$ cat config.mk
export PLATFORM = sky130hd
export DESIGN_NAME = async_fifo
export DESIGN_NICKNAME = d
export VERILOG_FILES = /design/src/rtl/async_fifo.sv
export SDC_FILE = /design/constraint.sdc
export NUM_CORES = 1
export LEC_CHECK = 0
export ABC_AREA = 0
export CORE_MARGIN = 4
export CORE_UTILIZATION = 64
export DETAILED_ROUTE_END_ITERATION = 6
export DONT_BUFFER_PORTS = 1
export HOLD_SLACK_MARGIN = 0.06
export PLACE_DENSITY = 0.78
export SYNTH_ARGS = -nofsm -noshare
export SYNTH_HDL_FRONTEND = slang
export SYNTH_SLANG_ARGS = --single-unit
$ cat constraint.sdc
create_clock -name clk -period 5.4 [get_ports clk]
set_clock_uncertainty 0.1 [all_clocks]
set_input_delay 0.81 -clock clk [delete_from_list [all_inputs] [get_ports clk]]
set_output_delay 0.81 -clock clk [all_outputs]
set_load 0.01 [all_outputs]
$ cat src/rtl/async_fifo.sv
// async_fifo: Gray-pointer FIFO, 2**ADDR_WIDTH x DATA_WIDTH, show-ahead read.
// Pointers cross through 2-flop synchronisers so the write and read halves
// can later be moved onto separate clocks without changing the logic.
// Optional occupancy output w_level is compiled in when ASYNC_FIFO_LEVEL_EN
// is defined.
module async_fifo #(
  parameter int DATA_WIDTH = 8,
  parameter int ADDR_WIDTH = 4
) (
  input  logic                  clk,
  input  logic                  rst_n,
  input  logic                  w_en,
  input  logic [DATA_WIDTH-1:0] w_data,
  output logic                  full,
  input  logic                  r_en,
  output logic [DATA_WIDTH-1:0] r_data,
  output logic                  empty
`ifdef ASYNC_FIFO_LEVEL_EN
  ,
  output logic [ADDR_WIDTH:0]   w_level
`endif
);

  localparam int DEPTH = 1 << ADDR_WIDTH;
  localparam int PW    = ADDR_WIDTH + 1;

  logic [DATA_WIDTH-1:0] r_mem [DEPTH];

  logic [PW-1:0] r_wbin, r_wgray, r_rbin, r_rgray;
  logic [PW-1:0] r_rsync1, r_rsync2;   // read Gray pointer seen by write side
  logic [PW-1:0] r_wsync1, r_wsync2;   // write Gray pointer seen by read side

  logic          w_wr, w_rd;
  logic [PW-1:0] w_wbin_next, w_wgray_next, w_rbin_next, w_rgray_next;

  // Accepted transfers are qualified by the registered flags only.
  assign w_wr         = w_en & ~full;
  assign w_rd         = r_en & ~empty;
  assign w_wbin_next  = r_wbin + PW'(w_wr);
  assign w_wgray_next = (w_wbin_next >> 1) ^ w_wbin_next;
  assign w_rbin_next  = r_rbin + PW'(w_rd);
  assign w_rgray_next = (w_rbin_next >> 1) ^ w_rbin_next;

  // Show-ahead: head word is always presented combinationally.
  assign r_data = r_mem[r_rbin[ADDR_WIDTH-1:0]];

  // Storage array; cleared on reset so r_data reads 0 while empty.
  always_ff @(posedge clk or negedge rst_n) begin
    if (!rst_n) begin
      for (int i = 0; i < DEPTH; i++) r_mem[i] <= '0;
    end else if (w_wr) begin
      r_mem[r_wbin[ADDR_WIDTH-1:0]] <= w_data;
    end
  end

  // Write pointer and full flag; full is computed on the next pointer so it
  // rises on the same edge as the write that fills the last entry.
  always_ff @(posedge clk or negedge rst_n) begin
    if (!rst_n) begin
      r_wbin  <= '0;
      r_wgray <= '0;
      full    <= 1'b0;
    end else begin
      r_wbin  <= w_wbin_next;
      r_wgray <= w_wgray_next;
      full    <= (w_wgray_next == {~r_rsync2[PW-1:PW-2], r_rsync2[PW-3:0]});
    end
  end

  // Read pointer and empty flag, same look-ahead scheme as the write side.
  always_ff @(posedge clk or negedge rst_n) begin
    if (!rst_n) begin
      r_rbin  <= '0;
      r_rgray <= '0;
      empty   <= 1'b1;
    end else begin
      r_rbin  <= w_rbin_next;
      r_rgray <= w_rgray_next;
      empty   <= (w_rgray_next == r_wsync2);
    end
  end

  // Two-flop synchronisers, plain flop-to-flop with nothing in between.
  always_ff @(posedge clk or negedge rst_n) begin
    if (!rst_n) begin
      r_rsync1 <= '0;
      r_rsync2 <= '0;
      r_wsync1 <= '0;
      r_wsync2 <= '0;
    end else begin
      r_rsync1 <= r_rgray;
      r_rsync2 <= r_rsync1;
      r_wsync1 <= r_wgray;
      r_wsync2 <= r_wsync1;
    end
  end

`ifdef ASYNC_FIFO_LEVEL_EN
  function automatic logic [PW-1:0] gray2bin(input logic [PW-1:0] g);
    logic [PW-1:0] b;
    b[PW-1] = g[PW-1];
    for (int i = PW - 2; i >= 0; i--) b[i] = b[i+1] ^ g[i];
    return b;
  endfunction

  // Occupancy from the write side's view; may overstate while a read is
  // still crossing the synchroniser.
  always_ff @(posedge clk or negedge rst_n) begin
    if (!rst_n) w_level <= '0;
    else        w_level <= w_wbin_next - gray2bin(r_rsync2);
  end
`endif

endmodule

Yosys cells after proc, flatten, opt, wreduce, memory -nomap -nowiden
Cells that the tools add are included.
Widths: inputs -> output; s select.
Storage, ports and cells
  register bits: 170
  input port bits: 12
  output and inout bits: 10
  word-level logic and storage cells: 49
Operators by class
  $add $sub $neg: 2
  magnitude comparators: 3
  eq/ne operators: 2
  mux-type cells: 6
  bitwise logic cells: 9
  reductions and logical operators: 1
Operators with widths (count)
  $bwmux 128: 1
  $bmux 8 s4: 1
  $demux 8 s4: 1
  $mux 8: 3
  $add 5x1->5: 2
  $eq 5x5->1: 2
  $ge 5x5->1 const B: 2
  $not 4->5: 2
  $xor 4x5->5: 2
  $lt 5x1->1 const B: 1
  $and 1x1->1: 2
  $not 1->1: 2
  $not 2->2: 1
  $logic_and 1x1->1: 1

Logic depth before layout (Yosys ltp)
  depth after elaboration: 6
  depth in mapped cells: 7

Worst setup path after synthesis
Ideal clock, no wire load.
  path kind: reg-to-output
  start point: reg r_rbin[0]
  end point: out r_data[1]
  arrival time: 1.667 ns
  data required time: 4.490 ns
  slack: 2.823 ns
  stages on the path, launching flop included: 6
  path buffers: 2
  cell sequence: dfrtp_1 -> clkbuf_1 -> buf_2 -> mux4_2 -> a22oi_1 -> nand2_1
Between the ends
  longest elaborated chain between the ends: 4
Ends and longest elaborated chain
  start: declaration: RTL line 29  | logic [PW-1:0] r_wbin, r_wgray, r_rbin, r_rgray;
  start signal: assignment: RTL line 77  | r_rbin <= w_rbin_next;
  $not 4->5 (implied by the code): RTL line 45  | assign r_data = r_mem[r_rbin[ADDR_WIDTH-1:0]];
  $bmux 8 s4: RTL line 45
  $mux 8 (implied by the code) (2 in a row): RTL line 45
  end: declaration: RTL line 16  | output logic [DATA_WIDTH-1:0] r_data,
No other way between the ends. The select of a mux whose other input is x is not followed.

Worst setup path in the final report
  start point: reg r_rbin[0]
  end point: out r_data[4]
The elaborated chain is that of the path after synthesis.

==> run summary <==
Die ar. -> 13100 um^2
DPL Wire Length -> 8820 um
Worst Hold Class -> input pin to async pin
CTS tree -> done
Area leader, netlist -> dfrtp_1
Reg area -> 4210 um^2
Num CTS Buffers -> 17
First-pass GRT wire length -> 22700 um
Met1 GRT Util -> 0.319
Synth top area share -> 0.576
Gr busiest metal -> met2
Routed wire length -> 14000 um
Crit path max fanout -> 18
Largest cells by area after synthesis -> dfrtp_1 58%, mux2_2 20%, mux4_2 9.9%, xor2_1 1.8%, a22oi_1 1.7%
Slew Limit Fails -> 0
CP startpoint -> r_rbin[0]$_DFF_PN0_
Leak -> 3.46 nW
Max Buffers Root-to-Sink -> 2
Synthesized area -> 7250 um^2
Synth Instances -> 461
Total negative slack -> 0 ns
Area of the multi-input gates -> 2920 um^2
Worst r2r src -> full$_DFF_PN0_
RSZ-0062 raised after global routing -> no
Core Area -> 11000 um^2
CP arrival -> 2.54 ns
Commonest cells after routing, fill and taps aside -> 166 x dfrtp_1, 128 x mux2_2, 32 x mux4_2, 18 x nand2_1, 17 x clkbuf_16
Root Buffer -> clkbuf_16
Die width -> 114 um
Largest net degree at the start of global routing -> 168
CTS HTree Levels -> 4
Layout Area Growth over Synthesis -> 9.30%
Status -> finished, final reports clean
Int Power -> 3.63 mW
Number of hold violations in the final report -> 0
Via count -> 3824
Worst skew pair latency -> 0.43 ns
Max cap viols -> 0
# placed instances -> 573
Relative slew slack -> 0.267
Flop-to-flop setup slack -> 2.77 ns
Largest vdd supply drop -> 524 uV
GRT met3 Usage -> 0.0825
Final nets -> 469
GRT met2 Usage -> 0.367
Clk sinks -> 168
Ys Warns -> 0
Worst Setup End Kind -> output port
Avg Inst Size Synth -> 15.7 um^2
Worst-path clk slew -> 0.06 ns
Post-CTS Resized -> 0
Seq cells post-synth -> 168
Switching share of power -> 0.314
Critical path launch point type -> flop
Flop pwr share -> 0.428
GRT Overall Usage -> 0.238
Antenna cell count -> 0
Syn nets -> 477
Required time of the critical path -> 4.49 ns
Reg2Reg Depth -> 4
Number of distinct library cells after synthesis -> 32
Die H -> 114 um
Slew at the pin closest to its max-slew limit -> 1.10 ns
DR vias/cell -> 6.32
Pwr Density -> 666 nW/um^2
Comb pwr share -> 0.349
DR WL/cell -> 23.1 um
Ports -> 22
Initial Utilization -> 0.660
Initial antenna violation count -> 0
Min Clock Period, post-route -> 3.45 ns
Number of routed nets with antenna violations -> 0
GP Congestion -> 0.792
Psw -> 1.66 mW
Leading cell type in the layout, fill and taps excluded -> dfrtp_1
Share of cells above drive strength 1 -> 0.428
Fmax -> 290 MHz
Global route overflow -> 0
Port bufs -> 0
Rows -> 38
Remaining DRCs -> 0
DRT iter0 DRCs -> 311
Setup violations, final -> 0
Layout filler cell count -> 687
TritonRoute pass-1 iters -> 4
Final std cells w/o fill -> 605
Setup bufs post-CTS -> 0
Final period utilization -> 0.639
Seq/Total Area, Yosys -> 0.580
Vias in the first global route -> 4099
WS Path Type -> flop to output port
Clk pwr share -> 0.223
## layer usage
metal | share of wire | wire, um
met1 | 0.43 | 6010
met2 | 0.49 | 6830
met3 | 0.065 | 901
met4 | 0.016 | 223
met5 | 0 | 0
## worst paths after layout
kind,end
worst max-delay path,r_data[4]
worst min-delay path,empty$_DFF_PN1_
worst max register to register,r_mem[27]$_DFFE_PN0P_
worst min register to register,r_rsync2[4]$_DFF_PN0_
max in group asynchronous,r_mem[46]$_DFFE_PN0P_
min in group clk,r_rsync2[4]$_DFF_PN0_
## Yosys cell counts
cell type	number
a21boi_0	2
and3b_1	2
dfstp_2	1
or3_1	2
nor3b_2	1
nand4_1	2
buf_2	10
and3_1	1
a21oi_1	1
mux2_2	128
mux4_2	32
a31o_2	1
nor2b_1	10
xor3_1	1
inv_1	1
a2111oi_2	1
buf_1	1
and2b_1	1
clkbuf_1	19
ha_1	4
nand3_1	5
nor2_1	4
xnor3_1	2
a22oi_1	16
o21ai_0	1
and2_1	2
nand2_1	18
dfrtp_1	167
o22ai_1	1
xnor2_1	8
nand2b_1	1
xor2_1	15
## kinds of logic after synthesis
group,synth area share
XOR/XNOR,0.0373
AND/OR/NAND/NOR,0.0356
buffers and inverters,0.0178
adder cells (fa/ha/maj),0.00690
multiplexers,0.298
AO/OA/AOI/OAI,0.0242
flip-flops,0.580
## registers in the layout, summed over array words and instances (netlist names)
signal    cells
r_wbin        5
r_wsync1      5
r_wsync2      5
empty         1
r_rgray       4
r_wgray       4
full          1
r_mem       128
r_rbin        5
r_rsync2      5
r_rsync1      5
## power by group through the flow
| stage | combinational [mW] | clock [mW] | sequential, mW |
|---|---|---|---|
| 6_report | 1.84 | 1.18 | 2.26 |
| 3_5_place_dp | 1.82 | 0 | 2.27 |
| 2_1_floorplan | 1.60 | 0 | 2.09 |
| 5_1_grt | 2.01 | 1.25 | 2.33 |
| 3_3_place_gp | 1.76 | 0 | 2.25 |
| 4_1_cts | 1.86 | 1.20 | 2.26 |
## timing repair
item,CTS,global route
hold endpoints to repair,167,0
setup endpoints to repair,0,0
hold buffers,1,0
## area by class of cell
| type | count | share of cell area |
|---|---|---|
| Clock buffer | 19 | 0.0572 |
| Clock inverter | 12 | 0.0161 |
| Inverter | 1 | 0.000474 |
| Multi-Input combinational cell | 262 | 0.368 |
| Sequential cell | 168 | 0.531 |
| Tap cell | 140 | 0.0221 |
| Timing Repair Buffer | 3 | 0.00537 |
## metrics by stage
stage	setup slack, ns	power, mW	utilization	cell area (um^2)	hold WS, ns
after floorplan	2.82	3.69	-	7250	0.231
after global placement	2.33	4.01	0.666	7320	0.232
after detailed placement	2.33	4.09	0.666	7320	0.235
after CTS	1.86	5.32	0.721	7920	0.104
after global routing	1.71	5.60	0.721	7920	0.0989
final	1.95	5.28	0.721	7920	0.126
## critical path, cell delays in order, from the launching register on
cell and delay (ns):
dfrtp_2 0.75, buf_4 0.41, mux4_2 0.55, a22oi_1 0.24, nand2_1 0.15
No activity file was read; power rests on OpenSTA's default activity.
